File: src/rtl/hdb3_encoder.sv
// -----------------------------------------------------------------------------
// hdb3_encoder
//
// HDB3 line encoder producing dual unipolar rails. Each rising edge of the
// bit-rate clock (same domain as i_clk) is one bit slot. A bit enters a
// 4-symbol delay line. When a fourth consecutive zero arrives, the encoder
// substitutes either B00V or 000V, choosing whichever keeps successive
// violations alternating in polarity. The oldest symbol is then mapped onto
// the rails using AMI polarity.
//
// Ports:
//   i_clk       system clock
//   i_rst_n     asynchronous active-low reset
//   i_bit_clk   bit-rate clock; each rising edge is one bit slot
//   i_data      NRZ data bit, sampled in the tick cycle
//   o_pos       positive-pulse rail (held for the whole bit slot)
//   o_neg       negative-pulse rail (held for the whole bit slot)
//   o_sym_tick  one-cycle pulse in the cycle the rails update
// -----------------------------------------------------------------------------
module hdb3_encoder #(
    parameter logic FIRST_POS = 1'b1
) (
    input  logic i_clk,
    input  logic i_rst_n,
    input  logic i_bit_clk,
    input  logic i_data,
    output logic o_pos,
    output logic o_neg,
    output logic o_sym_tick
);

    typedef enum logic [1:0] {
        SYM_ZERO = 2'b00,
        SYM_ONE  = 2'b01,
        SYM_B    = 2'b10,
        SYM_V    = 2'b11
    } sym_e;

    logic       bclk_q;
    logic [1:0] zcnt_q,     zcnt_d;
    logic       par_q,      par_d;
    sym_e       stage_q [4];
    sym_e       stage_d [4];
    logic       last_neg_q, last_neg_d;
    logic       pos_q,      pos_d;
    logic       neg_q,      neg_d;
    logic       tick_q,     tick_d;

    logic       tick;
    sym_e       new_sym;
    logic       sub_b;

    // bclk_q resets high, so a bit clock that is already high when reset
    // releases does not count as a rising edge.
    assign tick = i_bit_clk & ~bclk_q;

    always_comb begin
        zcnt_d     = zcnt_q;
        par_d      = par_q;
        stage_d[0] = stage_q[0];
        stage_d[1] = stage_q[1];
        stage_d[2] = stage_q[2];
        stage_d[3] = stage_q[3];
        last_neg_d = last_neg_q;
        pos_d      = pos_q;
        neg_d      = neg_q;
        tick_d     = 1'b0;
        new_sym    = SYM_ZERO;
        sub_b      = 1'b0;

        if (tick) begin
            if (i_data) begin
                new_sym = SYM_ONE;
                zcnt_d  = 2'd0;
                par_d   = ~par_q;
            end else if (zcnt_q != 2'd3) begin
                new_sym = SYM_ZERO;
                zcnt_d  = zcnt_q + 2'd1;
            end else begin
                // Fourth zero in a row. With an even count of marks since the
                // last V, the oldest of the four zeros becomes a B. That B
                // sits in stage 2 right now and moves into stage 3 on this
                // edge.
                new_sym = SYM_V;
                zcnt_d  = 2'd0;
                par_d   = 1'b0;
                sub_b   = ~par_q;
            end

            stage_d[0] = new_sym;
            stage_d[1] = stage_q[0];
            stage_d[2] = stage_q[1];
            stage_d[3] = sub_b ? SYM_B : stage_q[2];

            // last_neg_q records the polarity of the previous B or ONE pulse.
            // A B or ONE takes the opposite polarity. A V repeats the
            // previous polarity and does not update last_neg_q.
            unique case (stage_q[3])
                SYM_ZERO: begin
                    pos_d = 1'b0;
                    neg_d = 1'b0;
                end
                SYM_ONE, SYM_B: begin
                    neg_d      = ~last_neg_q;
                    pos_d      = last_neg_q;
                    last_neg_d = ~last_neg_q;
                end
                SYM_V: begin
                    neg_d = last_neg_q;
                    pos_d = ~last_neg_q;
                end
                default: begin
                    pos_d = 1'b0;
                    neg_d = 1'b0;
                end
            endcase

            tick_d = 1'b1;
        end
    end

    always_ff @(posedge i_clk or negedge i_rst_n) begin
        if (!i_rst_n) begin
            bclk_q     <= 1'b1;
            zcnt_q     <= 2'd0;
            par_q      <= 1'b0;
            stage_q[0] <= SYM_ZERO;
            stage_q[1] <= SYM_ZERO;
            stage_q[2] <= SYM_ZERO;
            stage_q[3] <= SYM_ZERO;
            last_neg_q <= FIRST_POS;
            pos_q      <= 1'b0;
            neg_q      <= 1'b0;
            tick_q     <= 1'b0;
        end else begin
            bclk_q     <= i_bit_clk;
            zcnt_q     <= zcnt_d;
            par_q      <= par_d;
            stage_q[0] <= stage_d[0];
            stage_q[1] <= stage_d[1];
            stage_q[2] <= stage_d[2];
            stage_q[3] <= stage_d[3];
            last_neg_q <= last_neg_d;
            pos_q      <= pos_d;
            neg_q      <= neg_d;
            tick_q     <= tick_d;
        end
    end

    assign o_pos      = pos_q;
    assign o_neg      = neg_q;
    assign o_sym_tick = tick_q;

endmodule

File: config.mk
export PLATFORM = sky130hd
export DESIGN_NAME = hdb3_encoder
export DESIGN_NICKNAME = d
export VERILOG_FILES = /design/src/rtl/hdb3_encoder.sv
export SDC_FILE = /design/constraint.sdc
export NUM_CORES = 1
export LEC_CHECK = 0
export BUFFER_PORTS_ARGS = -buffer_cell sky130_fd_sc_hd__buf_4
export CORE_MARGIN = 10
export CORE_UTILIZATION = 40
export CTS_CLUSTER_SIZE = 10
export DETAILED_ROUTE_END_ITERATION = 10
export PLACE_DENSITY = 0.69
export REMOVE_ABC_BUFFERS = 1
export SLEW_MARGIN = 20
export SYNTH_ARGS = -nofsm -noshare
export SYNTH_HDL_FRONTEND = slang
export SYNTH_SLANG_ARGS = --single-unit
File: constraint.sdc
create_clock -name i_clk -period 1.4 [get_ports i_clk]
set_input_delay 0.14 -clock i_clk [delete_from_list [all_inputs] [get_ports i_clk]]
set_output_delay 0.14 -clock i_clk [all_outputs]
set_load 0.005 [all_outputs]
Word level (Yosys, flattened, before mapping):

Index checks and enable logic that the tools add are counted.

* add/subtract/negate cells: 1
* equal/unequal tests: 5
* mux-type cells: 13
* bitwise gates (word level): 4
* reduce and logical (&&, ||, !) cells: 4

Operators with widths (number)
* $mux 2: 5
* $mux 1: 6
* $pmux 1 s3: 2
* $eq 2x2->1 const B: 2
* $ne 2x2->1 const B: 2
* $reduce_and 2->1: 2
* $not 1->1: 3
* $add 2x1->2 const B: 1
* $eq 2x1->1 const B: 1
* $logic_not 2->1: 1
* $reduce_or 2->1: 1
* $and 1x1->1: 1

* bits in registers: 16
* input bits: 4
* output and inout port bits: 3
* word-level logic and storage cells: 38

Depth between registers and ports, before layout:

Gate-level depths: netlist (run 1).

* word-level depth: 5
* mapped depth: 6
* mapped depth without buffers: 4

Least setup slack after synthesis (run 1):

No wires, ideal clock.

* kind: register -> register
* from: reg bclk_q
* to: reg stage_q[1] (netlist bit)
* library setup time: 122 ps
* arrival time: 978 ps
* required time: 1278 ps
* setup slack: 300 ps
* stages on the path, launching flop included: 7
* path buffers: 2
* clock period less this slack: 1100 ps
* path through: dfstp_2 nand2b_4 buf_6 inv_4 buf_12 nor2_1 nor2_1

* cells in the longest elaborated chain, start to end: 2

Ends and longest elaborated chain
* start: declaration: RTL line 39 `logic bclk_q;`
* start signal: assignment: RTL line 136 `bclk_q <= i_bit_clk;`
* $not 1->1: RTL line 55 `assign tick = i_bit_clk & ~bclk_q;`
* $and 1x1->1: RTL line 55
* net tick: RTL line 49 `logic tick;`
* end: declaration: RTL line 42 `sym_e stage_q [4];`

The timed path passes the listed nets, and every way through them passes these cells.
A chain may end at the register's enable or synchronous reset.

Final worst setup path (run 1):

* from: reg zcnt_q[0]
* to: reg stage_q[1] (netlist bit)

* cells in the longest elaborated chain, start to end: 5

Ends and longest elaborated chain
* start: declaration: RTL line 40 `logic [1:0] zcnt_q, zcnt_d;`
* start signal: assignment: RTL line 137 `zcnt_q <= zcnt_d;`
* $ne 2x2->1: RTL line 76 `end else if (zcnt_q != 2'd3) begin`
* $mux 1: RTL line 76
* $mux 1: RTL line 72 `if (i_data) begin`
* $mux 1: RTL line 71 `if (tick) begin`
* $mux 2: RTL line 93 `stage_d[3] = sub_b ? SYM_B : stage_q[2];`

No other way between the ends. The select of a mux whose other input is x is not followed.

==> metrics.md, run 1 <==
| Metric | Value |
|---|---|
| Num ports | 7 |
| Tcrit/Tclk final | 84.5% |
| Setup_tns | 0 ns |
| Worst skew pair latency | 0.28 ns |
| Drt via density | around 4.6 |
| Measured slew at the worst slew-check pin | between 0.3 and 0.4 ns |
| Antenna violations before repair | 0 |
| Yosys warning count | 0 |
| First-pass GRT wire length | 1960 um |
| 1st-iter DRT viols | 15 |
| Chip height | approximately 62 um |
| Rows | 15 |
| Final setup fails | 0 |
| Syn-to-layout area delta | 11.2% |
| CP arrival | roughly 1.4 ns |
| Critical path required time | 1.62 ns |
| Fin crit period | 1.18 ns |
| Vias in the first global route | 427 |
| Area share of the largest cell type after synthesis | 49.0% |
| Peak Freq | 845 MHz |
| Initial Util | 41.8% |
| Status | finished clean |
| Reg clk slew, reported paths | 0.08 ns |
| CP startpoint kind | register |
| First-pass DRT Iterations | 4 |
| Leak | 0.393 nW |
| Cell Chain, Critical Path | ha_1 > nor3b_1 > nor3_1 > nor2_1 |
| Layout Skew | 0.00296 ns |
| Post-Layout Cell Count | 99 |
| Max_cap viols | 0 |
| Largest family of logic cells by synthesized area | simple AND/OR/NAND/NOR gates |
| Design area | 795 um2 |
| Final ANT Viol Nets | 0 |
| RSZ-0062 raised after global routing | no |
| Die area | between 3000 and 4000 um2 |
| Final hold violation count | 0 |
| Simple-gate portion of the synthesized area | between 20% and 30% |
| Fin nets | 83 |
| CTS tree | built |
| Post-CTS Setup Bufs | 0 |
| Root Buffer | clkbuf_4 |
| Crit. End Element | register |
| Sinks on Clock Net | 16 |
| Worst slew margin | 75.9% |
| Hold crit path type | input pin to register |
| Setup Crit Path Kind | register to register |
| DRC | 0 |
| Avg Cell Area, Syn | around 11 um2 |
| Grt total ovfl | 0 |
| Slowest cell on the critical path | dfrtp_1 |
| Total GRT Usage | just over 6% |
| Dpl cells | 94 |
| CTS resizes | 0 |
| Synth cell types | 19 |
| Ant. Diodes | 0 |
| Routed via count | approximately 450 |
| Compound-cell area share of the yosys netlist | 7.18% |
| Total wire length | 1060 um |
| DP Wirelength | 755 um |
| Num CTS Buffers | 3 |
| Multiplexer share of the synthesized area | 2.80% |
| FF+latch count, synth | 16 |
| Number of port buffers | 6 |
| Post-Synth Adder-Cell Area | 5.25% |
| H-tree depth | 1 |
| Post-DR wirelength/cell | 10.7 um |
| Cell Area, Synth | 714 um2 |
| Placed Instance Area | 752 um2 |
| Crit Path Max Fanout | 4 |
| Largest net degree at the start of global routing | 19 |
| Max-slew violation count | 0 |
| Critical path's largest stage delay | 0.42 ns |
| Sequential share of the synthesized area | 56.4% |
| Core outline area | 1710 um2 |
| Ranking of synthesized cells by area | dfrtp_1 49%, nand2_1 11%, dfstp_2 7.4% |
| Post-synth top area cell | dfrtp_1 |
| Share of layout cells above drive strength 1 | 25.7% |
| Syn Inst Count | 66 |
| Clk buf depth | 2 |
| Synth Area in XOR/XNOR | 1.23% |
| Die width | between 60 and 70 um |
| Pwr Density | 1350 nW/um2 |
| Peak VDD IR | a little under 700 uV |
| Final GP Congestion | 0.686 |
==> metrics by stage <==
| stage | hold slack (ns) | utilization (%) | setup slack (ns) | power (mW) |
|---|---|---|---|---|
| floorplan | -0.156 | - | 0.346 | 0.759 |
| CTS | 0.113 | 46.5 | 0.204 | 1.08 |
| detailed placement | 0.00667 | 44.0 | 0.228 | 0.849 |
| global route | 0.117 | 46.5 | 0.135 | 1.15 |
| finish | 0.116 | 46.5 | 0.217 | 1.07 |
| global placement | 0.00634 | 44.0 | 0.229 | 0.841 |
==> kinds of logic (layout without fill, tap and decap cells) <==
family                   after synthesis  after routing
adder cells (fa/ha/maj)                3              3
AND/OR/NAND/NOR                       32             32
AO/OA/AOI/OAI                          8              8
XOR/XNOR                               1              1
buffers and inverters                  4             12
multiplexers                           2              2
flip-flops                            16             16
==> path summary, 6_finish.rpt <==
kind,from,end,slack [ns],cells after the start
max in group asynchronous,i_rst_n,bclk_q,0.90,2
worst max register to register,zcnt_q[0],stage_q[1],0.22,4
worst max-delay path,zcnt_q[0],stage_q[1],0.22,4
worst min register to register,stage_q[7],stage_q[5],0.48,2
min in group asynchronous,i_rst_n,stage_q[1],0.25,2
worst min-delay path,i_data,par_q,0.12,3
==> cell usage in the layout (no fill, tap or decap) <==
| master | netlist | routed |
|---|---|---|
| nand2b_4 | 1 | 1 |
| o21ai_2 | 3 | 3 |
| dlygate4sd3_1 | 0 | 2 |
| nand3b_1 | 1 | 1 |
| dfrtp_1 | 14 | 14 |
| inv_4 | 1 | 1 |
| dfstp_2 | 2 | 2 |
| nor2_1 | 3 | 3 |
| buf_4 | 1 | 6 |
| nand2_2 | 3 | 3 |
| mux2i_1 | 2 | 2 |
| xnor2_1 | 1 | 1 |
| ha_1 | 3 | 3 |
| nor3b_1 | 1 | 1 |
| o21ai_0 | 5 | 5 |
| clkbuf_4 | 0 | 3 |
| nand2b_1 | 1 | 1 |
| nand2_1 | 21 | 21 |
| nor3_1 | 1 | 1 |
==> report_power, final <==
part / internal, mW / switching, mW / leakage (nW)
clock: 0.0999 / 0.132 / 0.0138
sequential: 0.561 / 0.0660 / 0.203
combinational: 0.114 / 0.0974 / 0.176
==> what timing repair did <==
item                                    CTS  global route
hold endpoints to repair                 17             0
endpoints found under the setup margin    0             0
hold buffers                              2             0
==> critical path: cells and delay by family (launching register included) <==
family | cells | cell delay (ns)
simple gates | 3 | 0.53
flops | 1 | 0.42
fa+ha+maj | 1 | 0.18
==> cells in the mapped netlist <==
cell type and number:
nand2b_1 1, buf_6 1, xnor2_1 1, dfrtp_1 14, ha_1 3, inv_4 1
nand2_1 21, nor3_1 1, buf_4 1, nor3b_1 1, dfstp_2 2, nand2_2 3
o21ai_0 5, o21ai_2 3, buf_12 1, mux2i_1 2, nand3b_1 1, nor2_1 3
nand2b_4 1
==> metal layers <==
layer | vias to the layer above | part of all wire, % | GRT usage, %
li1 | 227 | - | -
met1 | 211 | 52 | 7.90
met2 | 11 | 41 | 7.82
met3 | 4 | 4.8 | 2.87
met4 | 0 | 1.7 | 4.19
met5 | - | 0 | 0
==> area by class of cell <==
cell class                      count  area (um2)
Multi-Input combinational cell     46         267
Sequential cell                    16         403
Fill cell                         168         913
Timing Repair Buffer                8        65.1
Clock buffer                        3        22.5
Tap cell                           25        31.3
Inverter                            1        6.26
==> registers in the layout (all words and copies together) (netlist names) <==
signal,cells
par_q,1
stage_q,8
o_sym_tick,1
zcnt_q,2
last_neg_q,1
bclk_q,1
o_neg,1
o_pos,1
(Power assumes the default switching activity.)
==> run 2, diff against run 1 <==
==> constraint.sdc (replaced) <==
create_clock -name i_clk -period 1.19 [get_ports i_clk]
set_input_delay 0.119 -clock i_clk [delete_from_list [all_inputs] [get_ports i_clk]]
set_output_delay 0.119 -clock i_clk [all_outputs]
set_load 0.005 [all_outputs]
==> run 2 against run 1 <==
Effect of this change:
- via count down 1.5%
- clock power up 31%
- cell count up 2.0%
- flip-flop and latch count unchanged
- clock-buffer cell count up 1
- non-clock buffer count up 1
- clock skew up 0.0072 ns
- hold slack worse by 0.032 ns
- register-to-register slack worse by 0.12 ns
- sequential share of layout area down 2.1 points
- largest power group unchanged
==> metrics.md, run 2 (same netlist as run 1, synthesis figures left out) <==
| Metric | Value |
|---|---|
| Status | finished clean |
| Num CTS Buffers | 3 |
| Die area | 3880 um2 |
| Reg clk slew, reported paths | ~0.1 ns |
| Ant. Diodes | 0 |
| Final Hold Slack | around 0.084 ns |
| DP Wirelength | ~790 um |
| Most frequent cells in the layout | 21 x nand2_1, 14 x dfrtp_1, 6 x buf_4 |
| Post-Layout Cell Count | 101 |
| 1st-iter DRT viols | 12 |
| Initial Util | approximately two fifths |
| DRC | 0 |
| Syn-to-layout area delta | 15.9% |
| Tcrit/Tclk final | 92.2% |
| R2R cell count | 4 |
| H-tree depth | 1 |
| Measured slew at the worst slew-check pin | 0.249 ns |
| Worst slew margin | 83.3% |
| CP arrival | ~1.3 ns |
| Reg2reg start | zcnt_q[0] |
| Max-slew violation count | 0 |
| Drt via density | 4.42 |
| Largest net degree at the start of global routing | 17 |
| Total GRT Usage | 6.18% |
| Number of fillers in the final layout | 159 |
| Sinks on Clock Net | 16 |
| Leak | 0.407 nW |
| First-pass GRT wire length | a little over 2000 um |
| Final ANT Viol Nets | 0 |
| Worst skew pair latency | 0.29 ns |
| Post-CTS Setup Bufs | 0 |
| Num ports | 7 |
| Max_cap viols | 0 |
| CP startpoint kind | register |
| Largest Register | stage_q |
| CTS tree | built |
| Delay-heaviest family, CP | flip-flops |
| Fin nets | 84 |
| Final hold violation count | 0 |
| Crit. End Element | register |
| Reg-to-reg endpoint | stage_q[1] |
| First-pass DRT Iterations | 4 |
| Post-DR wirelength/cell | 11.4 um |
| Setup_tns | 0 ns |
| Final setup fails | 0 |
| Routed via count | 446 |
| Antenna violations before repair | 0 |
| Critical path required time | 1.38 ns |
| Grt total ovfl | 0 |
| Pwr Density | 1570 nW/um2 |
| Max reg flops | 8 |
| M1 WL | 551 um |
| Share of layout cells above drive strength 1 | ~29% |
| CP startpoint | zcnt_q[0] |
| Root Buffer | clkbuf_4 |
| Chip height | between 60 and 70 um |
| Cell Chain, Critical Path | ha_1 > nor3b_2 > nor3_2 > nor2_1 |
| Number of port buffers | 6 |
| Met3 WL | between 80 and 90 um |
| Reg2Reg Setup Slack | 0.09 ns |
| Commonest non-fill, non-tap cell in the layout | nand2_1 |
| Dpl cells | 95 |
| Rows | 15 |
| Biggest regs | stage_q (8), zcnt_q (2) |
| Peak Freq | 911 MHz |
| Vias in the first global route | around 470 |
| Peak VDD IR | 967 uV |
| Fin crit period | 1.10 ns |
| Worst Path Buf+Inv | 0 |
| RSZ-0062 raised after global routing | no |
| Setup Crit Path Kind | register to register |
| Clk buf depth | 2 |
| WP depth | 4 |
| Die width | between 60 and 70 um |
| Design area | 828 um2 |
| Met2 WL | 517 um |
| Core outline area | about 1700 um2 |
| Critical path endpoint | stage_q[1] |
| Slowest cell on the critical path | dfrtp_1 |
| Crit Path Max Fanout | 4 |
| Final GP Congestion | 0.681 |
| Critical path's largest stage delay | 0.43 ns |
| Total wire length | roughly 1200 um |
| Placed Instance Area | 772 um2 |
| Hold crit path type | input pin to register |
| Highest metal used | met3 |
| Layout Skew | 0.0102 ns |
run 2: changes by cell type in the layout (fill, tap and decap cells not counted):
cell / previous run / this run
clkbuf_1: 0 / 1
buf_12: 0 / 1
nor3_2: 0 / 1
nor3b_1: 1 / 0
nor3_1: 1 / 0
nor3b_2: 0 / 1
run 2: power by group:
group	internal (mW)	switching, mW	total, mW
clock network	0.130	0.172	0.303
registers	0.659	0.0796	0.739
logic	0.143	0.116	0.259
run 2: cell type report:
type	instances	area, um2	share of cell area, %
tap	25	31.3	3.78
timing repair buffer	9	85.1	10.3
clock buffer	4	26.3	3.17
inverter	1	6.26	0.755
multi-input combinational	46	277	33.4
sequential	16	403	48.6
run 2: tightest hold or removal path: stages:
cell,delay [ns]
buf_4,0.13
nand2_2,0.06
o21ai_2,0.04
run 2: worst min path at each step:
| stage | start | endpoint | slack (ns) | cells after the start |
|---|---|---|---|---|
| after global routing | i_data | par_q | 0.09 | 3 |
| after detailed placement | i_rst_n | o_neg | -0.01 | 1 |
| after global placement | i_rst_n | o_neg | -0.01 | 1 |
| final | i_data | par_q | 0.08 | 3 |
| after CTS | i_data | par_q | 0.08 | 3 |
| after floorplan | i_rst_n | o_neg | -0.18 | 0 |
run 2: per-stage QoR:
stage / util [%] / worst slack (ns) / power, mW
after floorplan: - / 0.136 / 0.893
after global placement: 45.2 / 0.0964 / 0.994
after detailed placement: 45.2 / 0.0428 / 1.01
after CTS: 47.9 / 0.0105 / 1.32
after global routing: 48.5 / 0.00438 / 1.39
final: 48.5 / 0.0925 / 1.30
run 2: routing by layer:
layer	track usage, %	vias to the layer above
met5	0	-
met4	0.838	0
met3	3.76	0
met2	10.1	14
met1	6.84	203
li1	-	229
run 2: timing repair:
action / in CTS / in global routing
gates resized for setup: 0 / 2
hold endpoints to repair: 17 / 0
endpoints found under the setup margin: 0 / 2
hold buffers: 2 / 0
